$ cat src/rtl/case_code_pkg.sv
// Shared types for the 3-bit case-code link: code/class types, issuer FSM states,
// and the code-to-class map that must agree with the case-dispatch decoder's arms.
package case_code_pkg;

    localparam int N_CODES = 8;

    typedef logic [2:0] code_t;

    typedef enum logic [1:0] {
        SINGLE = 2'd0,
        BLOCK  = 2'd1,
        PAIR   = 2'd2,
        RANGE  = 2'd3
    } class_t;

    typedef enum logic [1:0] {
        IDLE     = 2'd0,
        ACTIVE   = 2'd1,
        FLUSHING = 2'd2
    } state_t;

    // Arms mirror the decoder: 0/1, 2, 3/4, 5..7.
    function automatic class_t code_class(input code_t code);
        class_t cls;
        case (code) inside
            3'd0, 3'd1:   cls = SINGLE;
            3'd2:         cls = BLOCK;
            3'd3, 3'd4:   cls = PAIR;
            [3'd5:3'd7]:  cls = RANGE;
            default:      cls = SINGLE;
        endcase
        return cls;
    endfunction

endpackage

$ cat src/rtl/case_code_rr_pick.sv
// Purpose: choose one pending code, round-robin from ptr or lowest-index-first.
// Latency: purely combinational.
// Backpressure: none; mask_en low forces found=0 so nothing is selected.
module case_code_rr_pick
    import case_code_pkg::*;
#(
    parameter bit RR_EN = 1'b1
) (
    input  logic [N_CODES-1:0] pending,
    input  code_t              ptr,
    input  logic               mask_en,
    output logic               found,
    output code_t              code
);

    code_t start;
    code_t idx;

    // Walk offsets from the far end so the smallest offset from start wins.
    always_comb begin
        found = 1'b0;
        code  = '0;
        idx   = '0;
        start = RR_EN ? ptr : code_t'(0);
        for (int i = N_CODES - 1; i >= 0; i--) begin
            idx = start + code_t'(i);
            if (mask_en && pending[idx]) begin
                found = 1'b1;
                code  = idx;
            end
        end
    end

endmodule

$ cat src/rtl/case_code_issuer.sv
// Purpose: collect sticky code requests and issue one code+class per valid/ready handshake.
// Latency: request pulse at edge t reaches o_valid after edge t+1 when the output slot is free.
// Backpressure: o_code/o_class hold while o_valid && !i_ready; requests keep accumulating.
module case_code_issuer
    import case_code_pkg::*;
#(
    parameter int CNT_WIDTH = 16,
    parameter bit RR_EN     = 1'b1
) (
    input  logic                 i_clk,
    input  logic                 i_rst,
    input  logic [N_CODES-1:0]   i_req,
    input  logic                 i_flush,
    output logic                 o_valid,
    input  logic                 i_ready,
    output logic [2:0]           o_code,
    output logic [1:0]           o_class,
    output logic [N_CODES-1:0]   o_pending,
    output logic                 o_overflow,
    output logic [CNT_WIDTH-1:0] o_count
);

    state_t               state;
    state_t               state_nxt;
    logic [N_CODES-1:0]   pending;
    logic [N_CODES-1:0]   pending_nxt;
    logic [N_CODES-1:0]   load_mask;
    code_t                ptr;
    code_t                pick;
    logic                 found;
    logic                 hs;
    logic                 can_load;
    logic                 load;
    logic                 ovf_set;
    logic                 valid_q;
    code_t                code_q;
    class_t               cls_q;
    logic                 ovf_q;
    logic [CNT_WIDTH-1:0] cnt_q;

    assign hs = valid_q && i_ready;

    // A flush or a draining FLUSHING slot blocks any new load.
    assign can_load = (!valid_q || i_ready) && !i_flush && (state != FLUSHING);

    case_code_rr_pick #(
        .RR_EN   (RR_EN)
    ) u_pick (
        .pending (pending),
        .ptr     (ptr),
        .mask_en (can_load),
        .found   (found),
        .code    (pick)
    );

    assign load      = found;
    assign load_mask = load ? (N_CODES'(1) << pick) : '0;
    assign ovf_set   = (state != FLUSHING) && (|(i_req & pending & ~load_mask));

    always_comb begin
        pending_nxt = pending;
        if (i_flush) begin
            pending_nxt = '0;
        end else if (state != FLUSHING) begin
            pending_nxt = (pending & ~load_mask) | i_req;
        end
    end

    always_comb begin
        state_nxt = state;
        case (state)
            IDLE: begin
                if (load) state_nxt = ACTIVE;
            end
            ACTIVE: begin
                if (i_flush)          state_nxt = hs ? IDLE : FLUSHING;
                else if (hs && !load) state_nxt = IDLE;
            end
            FLUSHING: begin
                if (hs) state_nxt = IDLE;
            end
            default: state_nxt = IDLE;
        endcase
    end

    always_ff @(posedge i_clk) begin
        if (i_rst) begin
            state   <= IDLE;
            pending <= '0;
            valid_q <= 1'b0;
            code_q  <= '0;
            cls_q   <= SINGLE;
            ovf_q   <= 1'b0;
            cnt_q   <= '0;
            ptr     <= '0;
        end else begin
            state   <= state_nxt;
            pending <= pending_nxt;
            if (load) begin
                valid_q <= 1'b1;
                code_q  <= pick;
                cls_q   <= code_class(pick);
                ptr     <= pick + code_t'(1);
            end else if (hs) begin
                valid_q <= 1'b0;
            end
            if (ovf_set) ovf_q <= 1'b1;
            if (hs && (cnt_q != {CNT_WIDTH{1'b1}})) cnt_q <= cnt_q + CNT_WIDTH'(1);
        end
    end

    assign o_valid    = valid_q;
    assign o_code     = code_q;
    assign o_class    = cls_q;
    assign o_pending  = pending;
    assign o_overflow = ovf_q;
    assign o_count    = cnt_q;

endmodule
$ cat config.mk
export PLATFORM = sky130hd
export DESIGN_NAME = case_code_issuer
export DESIGN_NICKNAME = d
export VERILOG_FILES = /design/src/rtl/case_code_pkg.sv /design/src/rtl/case_code_rr_pick.sv /design/src/rtl/case_code_issuer.sv
export SDC_FILE = /design/constraint.sdc
export NUM_CORES = 1
export LEC_CHECK = 0
export BUFFER_PORTS_ARGS = -buffer_cell sky130_fd_sc_hd__buf_2
export CAP_MARGIN = 20
export CORE_MARGIN = 2
export CORE_UTILIZATION = 50
export CTS_BUF_LIST = sky130_fd_sc_hd__clkbuf_16
export CTS_CLUSTER_SIZE = 16
export DETAILED_ROUTE_END_ITERATION = 7
export PLACE_DENSITY = 0.82
export SLEW_MARGIN = 40
export SYNTH_ARGS = -nofsm -noshare
export SYNTH_HDL_FRONTEND = slang
export SYNTH_SLANG_ARGS = --single-unit
$ cat constraint.sdc
create_clock -name i_clk -period 8.4 [get_ports i_clk]
set_clock_uncertainty 0.15 [all_clocks]
set_input_delay 0.42 -clock i_clk [delete_from_list [all_inputs] [get_ports i_clk]]
set_output_delay 0.42 -clock i_clk [all_outputs]
set_load 0.1 [all_outputs]
==> flow_summary.toml, run 1 <==
[critical_path]
worstPathRequired_ps = 8400
cp_slowest_stage_delay_ps = 740
cp.depth = 15
crit_top_cell = "ha_1"
path_buf_inv = 2
worstPathCellList = "inv_2 > ha_1 > mux4_2 > mux2i_1 > nand3_1 > a21oi_1 > o21ai_0 > o31ai_2 > ha_1 > ha_1 > inv_1 > a21oi_1 > o21ai_0 > a2111oi_2 > a41oi_1"
crit_path_end_kind = "flop"
cp_slowest_cell = "dfxtp_1"
start_kind = "flop"
critPathArrivalTime_ps = 4710
rr_worst_depth = 15
path_class = "reg2reg"
crit_fanout = 15
path_delay_family = "compound AO/OA/AOI/OAI gates"

[drt]
routed_wl_um = 5990
vias = 2280
detail-route-antenna-nets = 0
dr.pass1.iters = 4
wl_per_cell_um = 15.2
drt_iter0_drc = 291
viasPerCell = 5.80
remaining_drc_errors = 0

[grt]
grt_max_degree = 30
grt_usage_pct = 23.4
overflow = 0
grt_pass1_wl_um = 10000
antenna_found_initial = 0
grt_pass1_vias = 2133

[sta]
hold_viol = 0
max_freq_ghz = 0.212
setup_viol = 0
rsz0062_at_grt = "no"
hold_slack_ps = 227
final.setup.tns_ps = 0
relSlewSlack_pct = 56.1
period_needed_ps = 4710
slew_viol_final = 0
setup_slack_ps = 3690
fin_crit_sh_pct = 56.1
worst_slew_pin_slew_ps = 658

[yosys]
yosysSeqAreaShare_pct = 28.8
netlist_area_um2 = 2500
syn_area_per_cell_um2 = 8.66
syn-num-nets = 310
yosys.cell_types.count = 59
yosysWarnings = 0
ys_ff_latch = 36
async_flop_share_pct = 0
synth_edf_count = 0
synthFlopType = "dfxtp_1"
syn_inst = 289

[place]
dpl.hpwl_um = 4380
place_inst = 385
globalplace.congestion = 0.973
dpl_worst_slack_ps = 3750
port_buffers = 42

[layout]
drive_above_1_share_pct = 22.7
nets = 346
finalNonFillerCells = 393
n_antenna_cell = 0
fill_cells = 399
synthToLayoutAreaGrowth_pct = 14.3

[floorplanning]
die_h_um = 74.8
initial_core_util_pct = 52.3
ioPinCount = 43
coreArea_um2 = 4790
rows = 25
die_x_um = 74.8
dieArea_um2 = 5590

[power_and_ir_drop]
p_total_uw = 887
power.density_nw_per_um2 = 310
ir_drop_v = 0.000166
leakagePower_nw = 1.17

[clock_network]
clockRootBuffer = "clkbuf_16"
cts_setup_buffers = 0
cts-resized-gates = 0
clkLatencyLatePin_ps = 280
clock_sinks = 36
cts_inserted_buffers = 5
clkTransAtPathRegs_ps = 60
cts_tree = "yes"
clockBufferDepth = 2
h-tree-depth = 2
cts.hold.buffers_added = 0

[job]
cap_violations = 0

[hold_path]
hold_depth = 2
hp-class = "in2reg"

[run_status]
status = "completed"
## cell type report
class                           count  area, um2  area share (%)
Clock inverter                      3       15.0           0.525
Tap cell                           67       83.8            2.93
Sequential cell                    36        721            25.2
Timing Repair Buffer               42        210            7.35
Multi-Input combinational cell    226       1650            57.8
Inverter                           14       52.6            1.84
Clock buffer                        5        125            4.37
## stage by stage
| step | utilization, % | instance area, um2 |
|---|---|---|
| floorplan | - | 2500 |
| global placement | 56.9 | 2720 |
| detailed placement | 56.9 | 2720 |
| CTS | 59.8 | 2860 |
| global route | 59.8 | 2860 |
| finish | 59.8 | 2860 |
## cells in the mapped netlist (4+ instances only)
library cell | count | share of area (%)
mux4_2 | 9 | 8.1
buf_2 | 4 | 0.80
nor3_1 | 4 | 0.80
inv_1 | 13 | 1.9
a211oi_1 | 6 | 1.8
xor2_1 | 11 | 3.8
dfxtp_1 | 36 | 29
o21ai_0 | 14 | 2.8
or3_1 | 4 | 1.0
ha_1 | 9 | 4.5
and2_1 | 4 | 1.0
nor2_1 | 30 | 4.5
o211ai_1 | 5 | 1.5
xnor2_1 | 8 | 2.8
nand3_1 | 8 | 1.6
nand4_1 | 4 | 1.0
a21oi_1 | 21 | 4.2
nand2_1 | 29 | 4.3
clkbuf_1 | 5 | 0.75
mux2i_1 | 10 | 4.0
a21o_1 | 4 | 1.2
## flip-flops by register name, summed over array words and instances, names as in the netlist
| register | cells |
|---|---|
| o_count | 16 |
| o_pending | 8 |
| o_code | 3 |
| ptr | 3 |
| o_class | 2 |
| state | 2 |
| o_overflow | 1 |
| o_valid | 1 |
## layout by cell type (no fill, tap or decap), types with 2 or more instances in the layout
master,count
buf_2,42
dfxtp_1,36
nor2_1,30
nand2_1,29
a21oi_1,21
inv_1,14
o21ai_0,14
xor2_1,11
mux2i_1,10
mux4_2,9
ha_1,9
xnor2_1,8
nand3_1,8
a211oi_1,6
o211ai_1,5
clkbuf_16,5
or3_1,4
a21o_1,4
and2_1,4
nor3_1,4
nand4_1,4
nor2b_1,3
nand2b_1,3
and4_1,3
a21oi_2,2
nand3b_1,2
and3_1,2
or2_2,2
a22oi_1,2
## logic make-up (layout without fill, tap and decap cells)
group,count (synthesis),count (layout),synth area share [%]
AND/OR/NAND/NOR,105,105,21.7
AO/OA/AOI/OAI,71,71,19.2
flip-flops,36,36,28.8
adder cells (fa/ha/maj),9,9,4.50
buffers and inverters,27,64,5.15
XOR/XNOR,19,19,6.65
multiplexers,22,22,14.0
## layer usage
layer	up-vias	GRT usage (%)	share of wire, %
met5	-	0	0
met3	16	3.75	5.0
met4	0	10.9	2.6
met1	1072	32.3	44
li1	1116	-	-
met2	76	36.0	48
## path summary, 6_finish.rpt
check	slack, ps	endpoint	startpoint
worst max-delay path	3690	o_overflow$_SDFFE_PP0P_	ptr[0]$_SDFFE_PP0N_
worst max register to register	3690	o_overflow$_SDFFE_PP0P_	ptr[0]$_SDFFE_PP0N_
worst min register to register	330	state[0]$_SDFFE_PP0P_	state[1]$_SDFFE_PP0P_
worst min-delay path	230	state[1]$_SDFFE_PP0P_	i_ready
## power by group
part / internal (mW) / total (mW) / switching [mW]
Clock: 0.108 / 0.176 / 0.0682
Combinational: 0.159 / 0.482 / 0.323
Sequential: 0.193 / 0.229 / 0.0361
Total: 0.460 / 0.887 / 0.427
No activity file was read; power rests on OpenSTA's default activity.
==> inputs of run 2 (changes only) <==
Settings changed: ABC_AREA set to 1, PLACE_DENSITY 0.82 to 0.85.
Clock period 8.4 ns to 4.2 ns, I/O delays scaled along.
==> run 2 against run 1 <==
  * Cell count up 30%
  * Sequential cell count unchanged
  * Global-route usage about the same
  * Sequential share of layout area down 0.66 points
  * Critical endpoint unchanged
  * Largest cell class unchanged
==> flow_summary.toml, run 2 <==
[critical_path]
rr_worst_depth = 25
path_class = "reg2reg"
startpoint = "ptr[0]$_SDFFE_PP0N_"
critPathArrivalTime_ps = 3550
crit_fanout = 15
cp_slowest_stage_delay_ps = 410
reg2reg_from = "ptr[0]$_SDFFE_PP0N_"
start_kind = "flop"
worstReg2RegEnd = "o_overflow$_SDFFE_PP0P_"
cp_slowest_cell = "ha_1"
worstPathRequired_ps = 4210
crit_path_end_kind = "flop"
r2r_slack_ps = 660
crit_top_cell = "nand2_1"

[clock_network]
cts.hold.buffers_added = 0
h-tree-depth = 2
clkTransAtPathRegs_ps = 60
cts-resized-gates = 0
clockRootBuffer = "clkbuf_16"
cts_setup_buffers = 0
clockBufferDepth = 2
cts_tree = "yes"
cts_inserted_buffers = 5
clock_sinks = 36
clkLatencyLatePin_ps = 280

[grt]
grt_max_degree = 17
overflow = 0
antenna_found_initial = 0
grt_pass1_wl_um = 10400
grt_usage_pct = 23.4
grt_pass1_vias = 2415

[layout]
final_cell_mix = "nand2_1 (129), inv_1 (50), buf_2 (42), dfxtp_1 (36), nand3_1 (28)"
seq_area_um2 = 721
multi_input_area_um2 = 1550
drive_above_1_share_pct = 19.1
finalNonFillerCells = 512
n_antenna_cell = 0
nets = 465
synthToLayoutAreaGrowth_pct = 16.0
largest_reg_flops = 16
final_common_cell = "nand2_1"
fill_cells = 461

[yosys]
synthSimpleGateAreaFrac_pct = 39.3
syn_inst = 400
synthFlopType = "dfxtp_1"
syn_area_per_cell_um2 = 6.33
synth.most_common_cell = "nand2_1"
yosys.cell_types.count = 39
ys_ff_latch = 36
synth_edf_count = 0
async_flop_share_pct = 0
yosys-top-cells-area = "dfxtp_1 (28%), nand2_1 (19%), inv_1 (7.4%), nand3_1 (5.5%), a21oi_1 (4.5%)"
synth-compound-area-share_pct = 15.9
synth_top_family_by_area = "simple AND/OR/NAND/NOR gates"
synth_common_cells = "nand2_1 (129), inv_1 (50), dfxtp_1 (36)"
yosysSeqAreaShare_pct = 28.4
syn-num-nets = 421
synth_top_area_share_pct = 28.4
synth_xor_area_share_pct = 1.68
synthMuxAreaShare_pct = 0
netlist_area_um2 = 2530
synth_fa_ha_area_share_pct = 4.44
yosysWarnings = 0
yosys.area.top_type = "dfxtp_1"

[sta]
relSlewSlack_pct = 66.6
final.setup.tns_ps = 0
rsz0062_at_grt = "no"
setup_slack_ps = 657
fin_crit_sh_pct = 84.4
worst_slew_pin_slew_ps = 504
period_needed_ps = 3540
hold_viol = 0
slew_viol_final = 0
setup_viol = 0
max_freq_ghz = 0.282

[drt]
wl_per_cell_um = 12.6
dr.pass1.iters = 5
detail-route-antenna-nets = 0
viasPerCell = 5.34
drt_iter0_drc = 285
routed_wl_um = 6430
vias = 2732
remaining_drc_errors = 0

[floorplanning]
rows = 25
initial_core_util_pct = 52.6
ioPinCount = 43
dieArea_um2 = 5650
coreArea_um2 = 4820
die_h_um = 75.2
die_x_um = 75.2

[place]
place_inst = 504
dpl.hpwl_um = 4900
port_buffers = 42
globalplace.congestion = 0.885
dpl_worst_slack_ps = 740

[hold_path]
whs_endpoint = "o_pending[4]$_SDFFE_PP0P_"
hold_depth = 3
min-delay-start = "i_req[4]"
hp-class = "in2reg"

[power_and_ir_drop]
ir_drop_v = 0.000381
p_total_mw = 2.57
leakagePower_nw = 1.50
power.density_nw_per_um2 = 874

[run_status]
status = "completed"

[job]
cap_violations = 0
## run 2: cell families after synthesis
kind of cell | count (synthesis)
compound gates | 65
fa+ha+maj | 9
flops | 36
buf+inv | 63
simple gates | 223
xor+xnor | 4
## run 2: critical path: cells and delay by family, from the launching register on
family | cells | cell delay (ps)
and+or+nand+nor | 15 | 1330
buffers and inverters | 5 | 720
adders and majority gates | 2 | 590
DFF | 1 | 310
AOI/OAI and AO/OA | 3 | 290
## run 2: worst max-delay path by stage
stage                     depth (start not counted)  slack [ps]                       to
final                                            25         660  o_overflow$_SDFFE_PP0P_
after global placement                           25         840  o_overflow$_SDFFE_PP0P_
after CTS                                        25         710  o_overflow$_SDFFE_PP0P_
after detailed placement                         25         740  o_overflow$_SDFFE_PP0P_
after global routing                             24         310  o_overflow$_SDFFE_PP0P_
after floorplan                                  17         980  o_overflow$_SDFFE_PP0P_
## run 2: where the power goes
| part | internal [mW] | total [mW] | switching [mW] | leakage (nW) |
|---|---|---|---|---|
| Clock | 0.218 | 0.365 | 0.147 | 0.0736 |
| Sequential | 0.401 | 0.450 | 0.0492 | 0.295 |
| Combinational | 0.505 | 1.75 | 1.25 | 1.14 |
| Total | 1.12 | 2.57 | 1.44 | 1.50 |
## run 2: metrics by stage
stage | instance area, um2 | hold WS (ps) | util [%]
after floorplan | 2530 | 138 | -
after global placement | 2800 | 302 | 58.0
after detailed placement | 2800 | 310 | 58.0
after CTS | 2940 | 42.4 | 61.0
after global routing | 2940 | 57.6 | 61.0
final | 2940 | 45.0 | 61.0
## run 2: area by class of cell
cell class / count / area share (%)
Clock buffer: 5 / 4.26
Tap cell: 67 / 2.85
Sequential cell: 36 / 24.5
Timing Repair Buffer: 44 / 7.66
Inverter: 56 / 7.24
Clock inverter: 3 / 0.639
Multi-Input combinational cell: 301 / 52.8
## run 2: per-layer routing
| layer | track usage (%) | share of wire (%) | vias to the layer above |
|---|---|---|---|
| met2 | 40.5 | 48 | 108 |
| li1 | - | - | 1376 |
| met5 | 0 | 0 | - |
| met1 | 29.4 | 43 | 1233 |
| met3 | 5.22 | 7.4 | 15 |
| met4 | 6.24 | 1.4 | 0 |
==> inputs of run 3 (changes only) <==
Settings changed: ABC_AREA 1 to 0, PLACE_DENSITY 0.85 to 0.82.
Clock period 4.2 ns to 3.6 ns, I/O delays scaled along.
==> run 3 against run 2 <==
  * The flow now finishes with violations (negative setup slack)
  * Global-route usage is 0.84 points higher
  * Register-to-register slack got worse by 700 ps
  * First-iteration DRC count is 36% lower
  * Die area shrank 1.1%
  * Final area rose by 11%
  * Critical path depth fell by 13
  * Cell count decreased by 17%
  * Power up 0.80%
  * Highest routed layer unchanged
==> flow_summary.toml, run 3 (same netlist as run 1, synthesis figures left out) <==
[run_status]
status = "finished with violations"
violations = "negative setup slack"

[floorplanning]
ioPinCount = 43
die_x_um = 74.8
initial_core_util_pct = 52.3
rows = 25
dieArea_um2 = 5590
coreArea_um2 = 4790
die_h_um = 74.8

[sta]
setup_slack_ps = -46.0
relSlewSlack_pct = 64.3
fin_crit_sh_pct = 101
hold_viol = 0
setup_viol = 2
max_freq_ghz = 0.274
period_needed_ps = 3650
hold_slack_ps = 0.0254
worst_slew_pin_slew_ps = 534
slew_viol_final = 0
rsz0062_at_grt = "yes"

[clock_network]
cts_tree = "yes"
clockBufferDepth = 2
clkLatencyLatePin_ps = 290
clock_sinks = 36
clkTransAtPathRegs_ps = 70
clockRootBuffer = "clkbuf_16"
cts_inserted_buffers = 5
h-tree-depth = 2

[power_and_ir_drop]
intPower_mw = 1.40
p_sw_share_pct = 45.8
leakagePower_nw = 1.35
power_frac_comb_pct = 60.9
pwr-share-seq_pct = 19.6
ir_drop_v = 0.000759
power.share.clock_pct = 19.5
power_switching_mw = 1.19
p_total_mw = 2.59
power.density_nw_per_um2 = 795

[critical_path]
start_kind = "flop"
critPathArrivalTime_ps = 3660
crit_top_cell = "buf_4"
cp_slowest_stage_delay_ps = 570
r2r_slack_ps = -50
worstPathRequired_ps = 3610
path_class = "reg2reg"
cp_slowest_cell = "mux4_2"
crit_fanout = 14
crit_path_end_kind = "flop"
worstPathCellList = "buf_4 > mux4_2 > mux2_2 > o311ai_1 > o2111ai_2 > o211ai_2 > buf_4 > inv_4 > ha_4 > or3_1 > and4b_1 > nor4_2"

[place]
globalplace.congestion = 0.950
dpl.hpwl_um = 4770
place_inst = 400
placed_area_um2 = 2870
port_buffers = 42

[grt]
overflow = 0
grt_max_degree = 30
grt_usage_pct = 24.2
grt_pass1_vias = 2237
grt_pass1_wl_um = 10400
antenna_found_initial = 0

[hold_path]
hp-class = "in2reg"

[drt]
detail-route-antenna-nets = 0
dr.pass1.iters = 5
vias = 2529
routed_wl_um = 7240
remaining_drc_errors = 0
wl_per_cell_um = 17.1
drt_iter0_drc = 181
viasPerCell = 5.96

[layout]
final_common_cell = "buf_2"
stdcell_area_um2 = 3250
n_antenna_cell = 0
synthToLayoutAreaGrowth_pct = 30.0
finalNonFillerCells = 424
fill_cells = 363
largest_reg_flops = 16
drive_above_1_share_pct = 33.9
final_cell_mix = "buf_2 (42), dfxtp_1 (34), nor2_1 (30), nand2_1 (29), buf_4 (28)"
nets = 377

[job]
cap_violations = 0
-- run 3: cell count changes in the layout (fill, tap and decap cells not counted), sizes merged, moves of 4 or more --
cell   change
a21oi      -4
and2       +4
buf       +27
inv       -42
mux2i     +11
mux4       +9
nand2    -111
nand3     -23
nor3       -5
o21ai      -9
or3        +4
xnor2      +4
xor2      +11
-- run 3: area by class of cell --
| type | count | area, um2 | area share (%) |
|---|---|---|---|
| repair buffers | 73 | 452 | 13.9 |
| clock buffers | 5 | 125 | 3.84 |
| inverters | 14 | 60.1 | 1.85 |
| well taps | 67 | 83.8 | 2.58 |
| multi-input cells | 226 | 1770 | 54.3 |
| flip-flops and latches | 36 | 723 | 22.2 |
| clock inverters | 3 | 42.5 | 1.31 |
-- run 3: final timing paths --
| check | from | end | cells after the start |
|---|---|---|---|
| max | ptr[0]$_SDFFE_PP0N_ | o_class[1]$_SDFFE_PP0N_ | 12 |
| min reg2reg | o_class[0]$_SDFFE_PP0N_ | o_class[0]$_SDFFE_PP0N_ | 2 |
| max reg2reg | ptr[0]$_SDFFE_PP0N_ | o_class[1]$_SDFFE_PP0N_ | 12 |
| min | i_req[0] | o_pending[0]$_SDFFE_PP0P_ | 3 |
-- run 3: per-layer routing --
metal | GRT usage, % | up-vias | wire, um
li1 | - | 1183 | -
met2 | 39.5 | 115 | 3720
met4 | 9.92 | 0 | 201
met3 | 4.69 | 22 | 470
met1 | 31.6 | 1209 | 2840
met5 | 0 | - | 0
-- run 3: through the flow --
stage	setup TNS, ps	utilization [%]	setup WS (ps)
6_report	-69.3	68.0	-46.0
2_1_floorplan	-548	-	-280
4_1_cts	0	65.1	2.56
3_3_place_gp	-18.9	59.9	-18.9
3_5_place_dp	-149	59.9	-107
5_1_grt	-353	68.0	-177
-- run 3: timing repair --
item	in CTS	in global routing
hold endpoints to repair	2	0
pin swaps	7	8
resized for setup	5	16
setup endpoints to repair	2	2
buffers inserted	5	9
hold buffers	2	0
-- run 3: critical path: cells and delay by family, from the launching register on --
kind | cells | cell delay [ps]
simple gates | 3 | 660
fa+ha+maj | 1 | 150
buf+inv | 3 | 460
compound gates | 3 | 840
mux | 2 | 900
flops | 1 | 350
-- run 3: power by group through the flow --
stage,clock [mW],combinational (mW),sequential (mW)
after floorplan,0,0.781,0.735
after global placement,0,1.27,0.508
after detailed placement,0,1.29,0.510
after CTS,0.500,1.36,0.504
after global routing,0.517,1.67,0.514
final,0.505,1.58,0.508
